## config.mk

```make
export PLATFORM = sky130hd
export DESIGN_NAME = myproject_mul_share_arbiter
export DESIGN_NICKNAME = d
export VERILOG_FILES = /design/src/rtl/myproject_mul_share_arbiter.sv
export SDC_FILE = /design/constraint.sdc
export NUM_CORES = 1
export LEC_CHECK = 0
export ABC_CLOCK_PERIOD_IN_PS = 11600
export BUFFER_PORTS_ARGS = -buffer_cell sky130_fd_sc_hd__buf_2
export CAP_MARGIN = 10
export CORE_MARGIN = 5
export CORE_UTILIZATION = 30
export CTS_BUF_LIST = sky130_fd_sc_hd__clkbuf_8
export CTS_CLUSTER_SIZE = 25
export DETAILED_ROUTE_END_ITERATION = 10
export PLACE_DENSITY_LB_ADDON = 0.3
export REMOVE_ABC_BUFFERS = 1
export SETUP_SLACK_MARGIN = 0.4
export SKIP_LAST_GASP = 1
export SYNTH_ARGS = -nofsm -noshare
export SYNTH_HDL_FRONTEND = slang
export SYNTH_SLANG_ARGS = --single-unit
```

## constraint.sdc

```tcl
create_clock -name ap_clk -period 11.6 [get_ports ap_clk]
set_input_delay 0.58 -clock ap_clk [delete_from_list [all_inputs] [get_ports ap_clk]]
set_output_delay 0.58 -clock ap_clk [all_outputs]
set_load 0.005 [all_outputs]
```

## src/rtl/myproject_mul_share_arbiter.sv

```systemverilog
// Round-robin arbiter that time-shares one signed x unsigned multiplier among NUM_REQ lanes.
// Two-stage pipeline: operand register (S1) followed by product/result register (S2).
module myproject_mul_share_arbiter #(
  parameter int NUM_REQ    = 4,
  parameter int ID_W       = 2,
  parameter int din0_WIDTH = 16,
  parameter int din1_WIDTH = 6,
  parameter int dout_WIDTH = 22
) (
  input  logic                            ap_clk,
  input  logic                            ap_rst_n,
  input  logic [NUM_REQ-1:0]              req_valid,
  input  logic [NUM_REQ*din0_WIDTH-1:0]   req_a,
  input  logic [NUM_REQ*din1_WIDTH-1:0]   req_b,
  output logic [NUM_REQ-1:0]              req_ready,
  output logic                            res_valid,
  input  logic                            res_ready,
  output logic [dout_WIDTH-1:0]           res_data,
  output logic [ID_W-1:0]                 res_id
);

  logic                  s1_valid_q, s1_valid_d;
  logic [din0_WIDTH-1:0] s1_a_q, s1_a_d;
  logic [din1_WIDTH-1:0] s1_b_q, s1_b_d;
  logic [ID_W-1:0]       s1_id_q, s1_id_d;
  logic                  res_valid_q, res_valid_d;
  logic [dout_WIDTH-1:0] res_data_q, res_data_d;
  logic [ID_W-1:0]       res_id_q, res_id_d;
  logic [ID_W-1:0]       rr_ptr_q, rr_ptr_d;

  logic                  s2_free, s1_adv, s1_free;
  logic                  found, xfer;
  logic [ID_W-1:0]       grant_idx;
  logic [ID_W:0]         scan_sum;
  logic [ID_W-1:0]       scan_idx;
  logic [dout_WIDTH-1:0] a_ext, b_ext, product;

  function automatic logic [ID_W-1:0] wrap_inc(input logic [ID_W-1:0] v);
    if (v == ID_W'(NUM_REQ - 1)) begin
      return {ID_W{1'b0}};
    end else begin
      return v + ID_W'(1);
    end
  endfunction

  assign s2_free = !res_valid_q || res_ready;
  assign s1_adv  = s1_valid_q && s2_free;
  assign s1_free = !s1_valid_q || s1_adv;
  assign xfer    = ap_rst_n && found && s1_free;

  // Scan requesters starting at rr_ptr, wrapping modulo NUM_REQ; first valid wins.
  always_comb begin
    found     = 1'b0;
    grant_idx = {ID_W{1'b0}};
    scan_sum  = {(ID_W+1){1'b0}};
    scan_idx  = {ID_W{1'b0}};
    for (int k = 0; k < NUM_REQ; k++) begin
      scan_sum = {1'b0, rr_ptr_q} + (ID_W+1)'(k);
      if (scan_sum >= (ID_W+1)'(NUM_REQ)) begin
        scan_sum = scan_sum - (ID_W+1)'(NUM_REQ);
      end else begin
        scan_sum = scan_sum;
      end
      scan_idx = scan_sum[ID_W-1:0];
      if (!found && req_valid[scan_idx]) begin
        found     = 1'b1;
        grant_idx = scan_idx;
      end else begin
        found     = found;
        grant_idx = grant_idx;
      end
    end
  end

  always_comb begin
    req_ready = {NUM_REQ{1'b0}};
    if (xfer) begin
      req_ready[grant_idx] = 1'b1;
    end else begin
      req_ready = {NUM_REQ{1'b0}};
    end
  end

  // b is zero-extended, so the signed multiply of the extended operands is the exact product.
  always_comb begin
    a_ext   = {{din1_WIDTH{s1_a_q[din0_WIDTH-1]}}, s1_a_q};
    b_ext   = {{din0_WIDTH{1'b0}}, s1_b_q};
    product = $signed(a_ext) * $signed(b_ext);
  end

  always_comb begin
    s1_valid_d  = s1_valid_q;
    s1_a_d      = s1_a_q;
    s1_b_d      = s1_b_q;
    s1_id_d     = s1_id_q;
    rr_ptr_d    = rr_ptr_q;
    res_valid_d = res_valid_q;
    res_data_d  = res_data_q;
    res_id_d    = res_id_q;

    if (xfer) begin
      s1_valid_d = 1'b1;
      s1_a_d     = req_a[grant_idx*din0_WIDTH +: din0_WIDTH];
      s1_b_d     = req_b[grant_idx*din1_WIDTH +: din1_WIDTH];
      s1_id_d    = grant_idx;
      rr_ptr_d   = wrap_inc(grant_idx);
    end else if (s1_adv) begin
      s1_valid_d = 1'b0;
    end else begin
      s1_valid_d = s1_valid_q;
    end

    if (s1_adv) begin
      res_valid_d = 1'b1;
      res_data_d  = product;
      res_id_d    = s1_id_q;
    end else if (res_valid_q && res_ready) begin
      res_valid_d = 1'b0;
    end else begin
      res_valid_d = res_valid_q;
    end
  end

  always_ff @(posedge ap_clk) begin
    if (!ap_rst_n) begin
      s1_valid_q  <= 1'b0;
      s1_a_q      <= {din0_WIDTH{1'b0}};
      s1_b_q      <= {din1_WIDTH{1'b0}};
      s1_id_q     <= {ID_W{1'b0}};
      rr_ptr_q    <= {ID_W{1'b0}};
      res_valid_q <= 1'b0;
      res_data_q  <= {dout_WIDTH{1'b0}};
      res_id_q    <= {ID_W{1'b0}};
    end else begin
      s1_valid_q  <= s1_valid_d;
      s1_a_q      <= s1_a_d;
      s1_b_q      <= s1_b_d;
      s1_id_q     <= s1_id_d;
      rr_ptr_q    <= rr_ptr_d;
      res_valid_q <= res_valid_d;
      res_data_q  <= res_data_d;
      res_id_q    <= res_id_d;
    end
  end

  assign res_valid = res_valid_q;
  assign res_data  = res_data_q;
  assign res_id    = res_id_q;

endmodule

```

==> results of run 1 <==
[sequential cells by signal, summed over array words and instances, names as in the netlist]
register and cells:
res_data 22, s1_a_q 16, s1_b_q 6, res_id 2
rr_ptr_q 2, s1_id_q 2, res_valid 1, s1_valid_q 1
[cell type report]
class                      instances  area [um^2]  area share (%)
inverter                          88          330            4.59
clock inverter                     3         22.5           0.313
multi-input combinational        522         4750            65.9
clock buffer                       5         68.8           0.956
sequential                        52         1040            14.5
tap                              270          338            4.69
timing repair buffer             128          653            9.07
[worst max-delay path, stage by stage (launching register included)]
cell	delay [ns]
sky130_fd_sc_hd__dfxtp_1	0.67
sky130_fd_sc_hd__and2_1	0.23
sky130_fd_sc_hd__fa_1	0.43
sky130_fd_sc_hd__fa_1	0.47
sky130_fd_sc_hd__fa_1	0.54
sky130_fd_sc_hd__inv_1	0.06
sky130_fd_sc_hd__fa_1	0.52
sky130_fd_sc_hd__inv_1	0.04
sky130_fd_sc_hd__ha_1	0.36
sky130_fd_sc_hd__a211o_1	0.32
sky130_fd_sc_hd__a21oi_1	0.26
sky130_fd_sc_hd__o21bai_1	0.19
sky130_fd_sc_hd__a221o_1	0.33
sky130_fd_sc_hd__a21oi_1	0.20
sky130_fd_sc_hd__or4b_1	0.14
sky130_fd_sc_hd__nand3_1	0.06
[stage by stage]
stage,worst slack (ns),instance area [um^2]
floorplan,7.15,6100
global placement,6.80,7110
detailed placement,6.71,7110
CTS,6.66,7200
global route,6.25,7200
finish,6.65,7200
[cells in the final DEF (no fill, tap or decap), types with 2 or more instances in the layout]
cell and instances:
sky130_fd_sc_hd__nand2_1 78, sky130_fd_sc_hd__a31oi_1 3, sky130_fd_sc_hd__and2_1 92, sky130_fd_sc_hd__and3_1 5, sky130_fd_sc_hd__o21bai_1 4, sky130_fd_sc_hd__o22ai_2 15
sky130_fd_sc_hd__xnor2_1 9, sky130_fd_sc_hd__o211ai_1 2, sky130_fd_sc_hd__a21oi_1 15, sky130_fd_sc_hd__mux2i_1 48, sky130_fd_sc_hd__a211oi_1 2, sky130_fd_sc_hd__nand4_1 2
sky130_fd_sc_hd__xor2_1 10, sky130_fd_sc_hd__o21a_1 5, sky130_fd_sc_hd__a21oi_4 2, sky130_fd_sc_hd__nor2b_1 6, sky130_fd_sc_hd__dfxtp_1 52, sky130_fd_sc_hd__a21o_1 7
sky130_fd_sc_hd__mux2_2 22, sky130_fd_sc_hd__o211a_1 3, sky130_fd_sc_hd__o21ai_1 15, sky130_fd_sc_hd__nand3_1 11, sky130_fd_sc_hd__a21boi_0 7, sky130_fd_sc_hd__buf_4 5
sky130_fd_sc_hd__clkbuf_8 5, sky130_fd_sc_hd__nor2_1 12, sky130_fd_sc_hd__buf_2 123, sky130_fd_sc_hd__o22ai_1 8, sky130_fd_sc_hd__o21ai_0 5, sky130_fd_sc_hd__fa_1 65
sky130_fd_sc_hd__inv_1 86, sky130_fd_sc_hd__ha_1 47, sky130_fd_sc_hd__a211o_1 3, sky130_fd_sc_hd__a221o_1 2
[metal layers]
layer	share of wire (%)	vias to the layer above
met1	46	2375
li1	-	2487
met2	50	81
met5	0	-
met3	3.9	7
met4	0.60	0
[power by group]
group | internal, W | switching [W] | total [W] | leakage (nW)
clock network | 0.0000435 | 0.0000722 | 0.000116 | 0.0485
registers | 0.000208 | 0.0000405 | 0.000249 | 0.429
logic | 0.000214 | 0.000250 | 0.000464 | 3.06
[logic make-up (layout without fill, tap and decap cells)]
logic type,count (synthesis),in the layout,share of synthesized area [%]
simple gates,213,213,17.6
buf+inv,119,224,8.04
fa+ha+maj,112,112,30.1
compound gates,108,108,13.4
mux,70,70,11.6
flops,52,52,16.6
xor+xnor,19,19,2.65
[final timing paths]
kind / cells after the start / slack [ns] / start / end
hold reg to reg: 2 / 0.46 / res_data[3] / res_data[3]
setup reg to reg: 15 / 6.65 / s1_b_q[2] / res_data[18]
setup / recovery: 15 / 6.65 / s1_b_q[2] / res_data[18]
hold / removal: 2 / 0.46 / res_data[3] / res_data[3]
==> flow_summary.json, run 1 <==
{
  "io-pin-count": 124,
  "dr.first_iter.drc_count": 160,
  "p_per_area_nw_per_um2": 115,
  "cts_tree": "yes",
  "cts.repair.resized": 0,
  "die_ar_um2": 23900,
  "postSynthRegisterBits": 52,
  "drv_cap": 0,
  "crit_required_ns": 11.83,
  "synth_most_common_cell": "sky130_fd_sc_hd__and2_1",
  "synth-warning-count": 0,
  "timing_worst_setup_path_type": "flop to flop",
  "timing.fmax_mhz": 202,
  "worst_vdd_rail_ir_drop_v": 0.0000467,
  "post-place-cells": 1060,
  "cp_max_fo": 17,
  "setup_total_neg_slack_ns": 0,
  "largest_net_degree_at_the_start_of_global_routing": 50,
  "timing_max_transition_violations_final": 0,
  "fillers": 2134,
  "synth.top_cells.by_area": "sky130_fd_sc_hd__fa_1 21%, sky130_fd_sc_hd__dfxtp_1 17%, sky130_fd_sc_hd__ha_1 9.4%",
  "syn-instance-count": 693,
  "cts_htree_levels": 2,
  "grt_util_met3_pct": 2.04,
  "synthToLayoutAreaGrowth_pct": 14.8,
  "die_w_um": 155,
  "post_synth_top_area_share_pct": 20.8,
  "worst-endpoint-arrival_ns": 5.19,
  "grt_pass1_vias": 5194,
  "global_route.peak_usage_layer": "met2",
  "ys_top_cells_by_count": "92 x sky130_fd_sc_hd__and2_1, 86 x sky130_fd_sc_hd__inv_1, 78 x sky130_fd_sc_hd__nand2_1, 65 x sky130_fd_sc_hd__fa_1, 52 x sky130_fd_sc_hd__dfxtp_1",
  "power.leakage_nw": 3.54,
  "std_cell_rows": 52,
  "clock_latency_ns": 0.34,
  "setup-violations-final": 0,
  "drt-pass1-iter-count": 4,
  "grt_pass1_wl_um": 25400,
  "detail_route.wl_per_cell_um": 13.7,
  "dominantRegCellSynth": "sky130_fd_sc_hd__dfxtp_1",
  "fin_crit_ns": 4.95,
  "cts_post_setup_buffers_inserted": 0,
  "clk_pin_slew_worst_paths_ns": 0.11,
  "met1_usage_grt_pct": 16.5,
  "asyncSetResetFlopFracSynth_pct": 0,
  "design.core.area_um2": 20400,
  "worst_hold_slack_ns": 0.459,
  "drc_errors": 0,
  "post_synth.cell_area_avg_um2": 9.05,
  "synth_largest_area_cell": "sky130_fd_sc_hd__fa_1",
  "cts.root.buffer_cell": "sky130_fd_sc_hd__clkbuf_8",
  "unrepaired_setup_endpoints_after_global_routing": "false",
  "grt_usage_pct": 12.7,
  "start_util_pct": 30.7,
  "finish.cell_count_without_fillers": 1068,
  "layout.nets": 1004,
  "gpl.final_weighted_congestion": 0.795,
  "synth.lib_cells_used.distinct": 55,
  "synth.yosys.seq_area_share_pct": 16.6,
  "layout-drive-gt1-share_pct": 22.8,
  "antenna-diode-count": 0,
  "max_slew_margin_pct": 26.9,
  "routed_wl_um": 14600,
  "ant_nets": 0,
  "status": "complete, no violations",
  "globalRouteOverflowTotal": 0,
  "ctsLongestPathBuffers": 2,
  "ctsHoldBuffers": 0,
  "vias_per_cell": 4.63,
  "hold_viol_final": 0,
  "half_perimeter_wire_length_after_detailed_placement_um": 11400,
  "clock-sinks": 52,
  "max_slew.worst_pin.slew_ns": 1.09,
  "die-height_um": 155,
  "antenna_found_initial": 0,
  "finClkSkew_ns": 0.0116,
  "numPortBuffers": 123,
  "cts_buffers": 5,
  "worst_hold_path_type": "flop to flop",
  "worst_setup_path_start_kind": "flop",
  "final_core_util_pct": 35.2,
  "mapped_cell_area_um2": 6270,
  "routed-via-count": 4950,
  "total_power_w": 0.000829,
  "critical_path.endpoint_type": "flop",
  "synth-edff-count": 0,
  "global_route.usage.met2_pct": 22.7,
  "min_period_over_period_pct": 42.7
}
Power figures use the tool's default switching activity.
==> run 2: changes to the inputs <==
--- a/config.mk
+++ b/config.mk
@@ -5,7 +5,7 @@
 export SDC_FILE = /design/constraint.sdc
 export NUM_CORES = 1
 export LEC_CHECK = 0
-export ABC_CLOCK_PERIOD_IN_PS = 11600
+export ABC_CLOCK_PERIOD_IN_PS = 4720
 export BUFFER_PORTS_ARGS = -buffer_cell sky130_fd_sc_hd__buf_2
 export CAP_MARGIN = 10
 export CORE_MARGIN = 5
==> constraint.sdc (replaced) <==
create_clock -name ap_clk -period 4.72 [get_ports ap_clk]
set_input_delay 0.236 -clock ap_clk [delete_from_list [all_inputs] [get_ports ap_clk]]
set_output_delay 0.236 -clock ap_clk [all_outputs]
set_load 0.005 [all_outputs]
==> run 2 against run 1 <==
Compared with the run above:
- critical path depth grew 2
- via count grew 4.7%
- critical path type unchanged
- cell count grew 4.0%
- setup slack lost 6.3 ns
- global-route usage grew 0.82 points
- sequential power grew 140%
- flip-flop and latch count is the same
- first-iteration DRC count shrank 4.4%
- register-to-register slack lost 6.3 ns
- wire length grew 6.4%
- sequential share of layout area shrank 0.91 points
- clock skew shrank 0.00080 ns
==> flow_summary.json, run 2 (synthesis results as in run 1) <==
{
  "grt_pass1_wl_um": 27000,
  "mostFrequentLayoutCell": "sky130_fd_sc_hd__buf_2",
  "worst_vdd_rail_ir_drop_v": 0.000190,
  "power.leakage_nw": 3.78,
  "antenna_found_initial": 0,
  "cts_tree": "yes",
  "clock-sinks": 52,
  "unrepaired_setup_endpoints_after_global_routing": "true",
  "design.core.area_um2": 20400,
  "gpl.final_weighted_congestion": 0.822,
  "ant_nets": 0,
  "p_per_area_nw_per_um2": 306,
  "max_slew_margin_pct": 28.6,
  "final_core_util_pct": 38.9,
  "p_clk_share_pct": 13.5,
  "detail_route.wl_per_cell_um": 14.0,
  "critical_path.slowest_cell": "sky130_fd_sc_hd__or4b_1",
  "vias_per_cell": 4.67,
  "status": "complete, no violations",
  "worst_setup_path_start_kind": "flop",
  "max_slew.worst_pin.slew_ns": 1.07,
  "fillers": 2108,
  "multiInputGateArea_um2": 5070,
  "setup-violations-final": 0,
  "crit_required_ns": 5.00,
  "hold_viol_final": 0,
  "largest_net_degree_at_the_start_of_global_routing": 50,
  "grt_usage_pct": 13.5,
  "share_comb_of_total_power_pct": 61.8,
  "die_w_um": 155,
  "cell_chain_critical_path": "buf_12 -> and2_1 -> fa_1 -> fa_1 -> fa_1 -> inv_1 -> fa_1 -> inv_2 -> ha_4 -> buf_6 -> and2_4 -> nand3_1 -> nor2_1 -> a221o_1 -> a21oi_2 -> or4b_1 -> nand3_1",
  "fin_crit_ns": 4.38,
  "p_sw_share_pct": 41.3,
  "synthToLayoutAreaGrowth_pct": 26.6,
  "layout.nets": 1047,
  "std_cell_rows": 52,
  "drc_errors": 0,
  "grt_pass1_vias": 5620,
  "start_util_pct": 30.7,
  "die_ar_um2": 23900,
  "intPower_w": 0.00143,
  "setup_total_neg_slack_ns": 0,
  "half_perimeter_wire_length_after_detailed_placement_um": 11800,
  "ctsLongestPathBuffers": 2,
  "finClkSkew_ns": 0.0108,
  "drv_cap": 0,
  "crit_path_frequent_cell": "sky130_fd_sc_hd__fa_1",
  "cts_buffers": 5,
  "timing.fmax_mhz": 228,
  "routed-via-count": 5185,
  "dr.first_iter.drc_count": 153,
  "routed_wl_um": 15500,
  "clock_latency_ns": 0.34,
  "timing_max_transition_violations_final": 0,
  "min_period_over_period_pct": 92.8,
  "cts_htree_levels": 2,
  "globalRouteOverflowTotal": 0,
  "layout-drive-gt1-share_pct": 34.6,
  "timing_worst_setup_path_type": "flop to flop",
  "cp_max_fo": 6,
  "io-pin-count": 124,
  "numPortBuffers": 123,
  "antenna-diode-count": 0,
  "most_used_cells_in_the_layout_excluding_fill_and_tap_cells": "123 x sky130_fd_sc_hd__buf_2, 85 x sky130_fd_sc_hd__and2_1, 77 x sky130_fd_sc_hd__inv_1, 76 x sky130_fd_sc_hd__nand2_1, 65 x sky130_fd_sc_hd__fa_1",
  "ctsHoldBuffers": 0,
  "cpPeakStageDelay_ns": 0.52,
  "seq_power_share_pct": 24.8,
  "largest_register_ffs": 22,
  "drt-pass1-iter-count": 4,
  "power.net_switching_w": 0.00100,
  "die-height_um": 155,
  "clk_pin_slew_worst_paths_ns": 0.11,
  "worst_hold_path_type": "input port to flop",
  "worst-endpoint-arrival_ns": 4.67,
  "cpLargestDelayFamily": "adder cells",
  "critical_path.endpoint_type": "flop",
  "cts.root.buffer_cell": "sky130_fd_sc_hd__clkbuf_8",
  "timing.critical_path.buf_inv": 4,
  "seq_area_um2": 1080
}
run 2: changes by cell type in the layout (fill, tap and decap cells not counted), sizes merged:
cell | previous run | this run
clkinv | 3 | 2
bufinv | 0 | 1
buf | 128 | 171
run 2: through the flow:
stage                     area [um^2]  worst slack [ns]  hold slack [ns]  power [W]  instances
final                            7940             0.338            0.267    0.00243       1111
after global routing             7940             0.154            0.267    0.00268       1111
after CTS                        7870             0.359            0.251    0.00244       1109
after detailed placement         7290           0.00403            0.444    0.00187       1084
after global placement           7290            0.0356            0.438    0.00186       1084
after floorplan                  6100             0.269            0.354    0.00147        662
run 2: worst paths after layout:
path | cells after the start | from | end | slack (ns)
max | 17 | s1_b_q[1] | res_data[18] | 0.34
min | 4 | res_ready | s1_valid_q | 0.27
max reg2reg | 17 | s1_b_q[1] | res_data[18] | 0.34
min reg2reg | 2 | res_data[3] | res_data[3] | 0.45
run 2: cell type report:
type / count / share of cell area, %
clock buffer: 5 / 0.867
tap: 270 / 4.25
clock inverter: 3 / 0.488
timing repair buffer: 171 / 12.8
multi-input combinational: 522 / 63.9
sequential: 52 / 13.6
inverter: 88 / 4.16
run 2: worst register-to-register path: cells and delay by family, from the launching register on:
| kind | cells | cell delay, ns |
|---|---|---|
| adder cells (fa/ha/maj) | 5 | 2.26 |
| AND/OR/NAND/NOR | 6 | 1.06 |
| flip-flops | 1 | 0.39 |
| AO/OA/AOI/OAI | 2 | 0.26 |
| buffers and inverters | 4 | 0.33 |
run 2: timing repair:
| item | CTS | global route |
|---|---|---|
| setup buffers | 17 | 2 |
| resized for setup | 84 | 11 |
| pin swaps | 66 | 25 |
| setup endpoints to repair | 13 | 13 |
| hold endpoints to repair | 0 | 0 |
run 2: power by group through the flow:
stage | Combinational (W) | Sequential [W] | Clock, W
2_1_floorplan | 0.000878 | 0.000587 | 0
3_3_place_gp | 0.00125 | 0.000612 | 0
3_5_place_dp | 0.00126 | 0.000613 | 0
4_1_cts | 0.00150 | 0.000604 | 0.000344
5_1_grt | 0.00171 | 0.000618 | 0.000355
6_report | 0.00150 | 0.000603 | 0.000327
run 2: layer usage:
metal,vias up,GRT usage [%],wire length (um)
li1,2576,-,-
met1,2505,16.7,6810
met2,92,24.9,7900
met3,12,2.18,671
met4,0,2.44,148
met5,-,0,0
==> run 3: changes to the inputs <==
--- a/config.mk
+++ b/config.mk
@@ -8,6 +8,7 @@
 export ABC_CLOCK_PERIOD_IN_PS = 4720
 export BUFFER_PORTS_ARGS = -buffer_cell sky130_fd_sc_hd__buf_2
 export CAP_MARGIN = 10
+export CORE_ASPECT_RATIO = 1.5
 export CORE_MARGIN = 5
 export CORE_UTILIZATION = 30
 export CTS_BUF_LIST = sky130_fd_sc_hd__clkbuf_8
==> run 3 against run 2 <==
Compared with the run above:
- clock power decreased by 18%
- critical path depth unchanged
- fmax about the same
- design area decreased by 1.8%
- largest power group unchanged
- highest routed layer unchanged
==> flow_summary.json, run 3 (synthesis results as in run 1) <==
{
  "status": "complete, no violations",
  "die_w_um": 128,
  "unrepaired_setup_endpoints_after_global_routing": "true",
  "r2r.worst_path.cells": 17,
  "start_util_pct": 30.6,
  "ant_nets": 0,
  "detail_route.wl_per_cell_um": 14.1,
  "routed_wl_um": 15500,
  "globalRouteOverflowTotal": 0,
  "vias_per_cell": 4.68,
  "worst_vdd_rail_ir_drop_v": 0.000101,
  "clk_pin_slew_worst_paths_ns": 0.10,
  "antenna_found_initial": 0,
  "io-pin-count": 124,
  "grt_pass1_wl_um": 26200,
  "power.leakage_nw": 3.73,
  "cts_buffers": 5,
  "routed-via-count": 5134,
  "timing_worst_setup_path_type": "flop to flop",
  "synthToLayoutAreaGrowth_pct": 24.3,
  "layout.nets": 1040,
  "drc_errors": 0,
  "cts_htree_levels": 2,
  "fin_crit_ns": 4.38,
  "numPortBuffers": 123,
  "cts_tree": "yes",
  "dp_worst_setup_slack_ns": -0.0252,
  "largest_register_ffs": 22,
  "max_slew.worst_pin.slew_ns": 1.03,
  "timing_max_transition_violations_final": 0,
  "hold_depth": 4,
  "drv_cap": 0,
  "half_perimeter_wire_length_after_detailed_placement_um": 12300,
  "drt-pass1-iter-count": 4,
  "grt_usage_pct": 13.2,
  "finish.cell_count_without_fillers": 1098,
  "hold_viol_final": 0,
  "worst-endpoint-arrival_ns": 4.65,
  "max_slew_margin_pct": 31.0,
  "antenna-diode-count": 0,
  "ctsLongestPathBuffers": 2,
  "critical_path.endpoint_type": "flop",
  "ctsHoldBuffers": 0,
  "design.core.area_um2": 20500,
  "gpl.final_weighted_congestion": 0.790,
  "die-height_um": 187,
  "p_per_area_nw_per_um2": 293,
  "crit_required_ns": 4.99,
  "largest_net_degree_at_the_start_of_global_routing": 35,
  "dr.first_iter.drc_count": 126,
  "layout-drive-gt1-share_pct": 32.6,
  "finClkSkew_ns": 0.00657,
  "min_period_over_period_pct": 92.8,
  "worst_hold_path_type": "input port to flop",
  "post-place-cells": 1072,
  "setup_total_neg_slack_ns": 0,
  "mostFrequentLayoutCell": "sky130_fd_sc_hd__buf_2",
  "most_used_cells_in_the_layout_excluding_fill_and_tap_cells": "123 x sky130_fd_sc_hd__buf_2, 85 x sky130_fd_sc_hd__and2_1, 79 x sky130_fd_sc_hd__inv_1, 77 x sky130_fd_sc_hd__nand2_1, 65 x sky130_fd_sc_hd__fa_1",
  "timing.fmax_mhz": 228,
  "worst_setup_path_start_kind": "flop",
  "cp_max_fo": 6,
  "die_ar_um2": 24000,
  "clock_latency_ns": 0.32,
  "std_cell_rows": 64,
  "timing.final.ws_setup_ns": 0.338,
  "cts.root.buffer_cell": "sky130_fd_sc_hd__clkbuf_8",
  "setup-violations-final": 0,
  "clock-sinks": 52,
  "grt_pass1_vias": 5563
}
[run 3: layout make-up]
class	count	area, um^2
Clock buffer	5	68.8
Multi-Input combinational cell	522	5020
Clock inverter	3	18.8
Inverter	88	330
Fill cell	2167	12700
Timing Repair Buffer	164	955
Sequential cell	52	1070
Tap cell	264	330
[run 3: what timing repair did]
action,4_1_cts,5_1_grt
endpoints found under the hold margin,0,0
resized for setup,77,3
pin swaps,53,12
setup buffers,18,0
cloned,0,0
endpoints found under the setup margin,13,11
[run 3: critical path, stage by stage, from the launching register on]
cell                       delay, ns
sky130_fd_sc_hd__dfxtp_4        0.39
sky130_fd_sc_hd__buf_6          0.14
sky130_fd_sc_hd__buf_6          0.12
sky130_fd_sc_hd__and2_4         0.13
sky130_fd_sc_hd__fa_1           0.47
sky130_fd_sc_hd__ha_1           0.29
sky130_fd_sc_hd__inv_1          0.04
sky130_fd_sc_hd__fa_1           0.45
sky130_fd_sc_hd__fa_1           0.53
sky130_fd_sc_hd__inv_2          0.05
sky130_fd_sc_hd__ha_4           0.28
sky130_fd_sc_hd__nand2_1        0.07
sky130_fd_sc_hd__o211a_1        0.25
sky130_fd_sc_hd__or2_4          0.28
sky130_fd_sc_hd__o211ai_4       0.24
sky130_fd_sc_hd__a41oi_2        0.13
sky130_fd_sc_hd__or3_1          0.39
sky130_fd_sc_hd__nand3_1        0.07
[run 3: path summary, 6_finish.rpt]
kind | startpoint | endpoint | slack [ns]
worst max-delay path | s1_b_q[1] | res_data[21] | 0.34
worst min-delay path | res_ready | s1_valid_q | 0.28
worst max register to register | s1_b_q[1] | res_data[21] | 0.34
worst min register to register | res_data[3] | res_data[3] | 0.46
[run 3: metrics by stage]
step                      util, %  hold slack (ns)  area (um^2)  total power [W]
after floorplan                 -            0.354         6100          0.00147
after global placement       35.3            0.443         7230          0.00181
after detailed placement     35.3            0.446         7230          0.00183
after CTS                    38.0            0.264         7780          0.00231
after global routing         38.0            0.295         7800          0.00252
final                        38.0            0.281         7800          0.00228
[run 3: where the power goes]
part | switching, W | internal, W | total (W)
clock network | 0.000165 | 0.000104 | 0.000269
registers | 0.0000776 | 0.000517 | 0.000594
logic | 0.000717 | 0.000702 | 0.00142
total | 0.000960 | 0.00132 | 0.00228
[run 3: per-layer routing]
metal	global-route usage, %	wire (um)	vias to the layer above
li1	-	-	2564
met1	15.5	6550	2447
met2	25.2	8260	105
met3	1.06	388	18
met4	3.92	279	0
met5	0	0	-
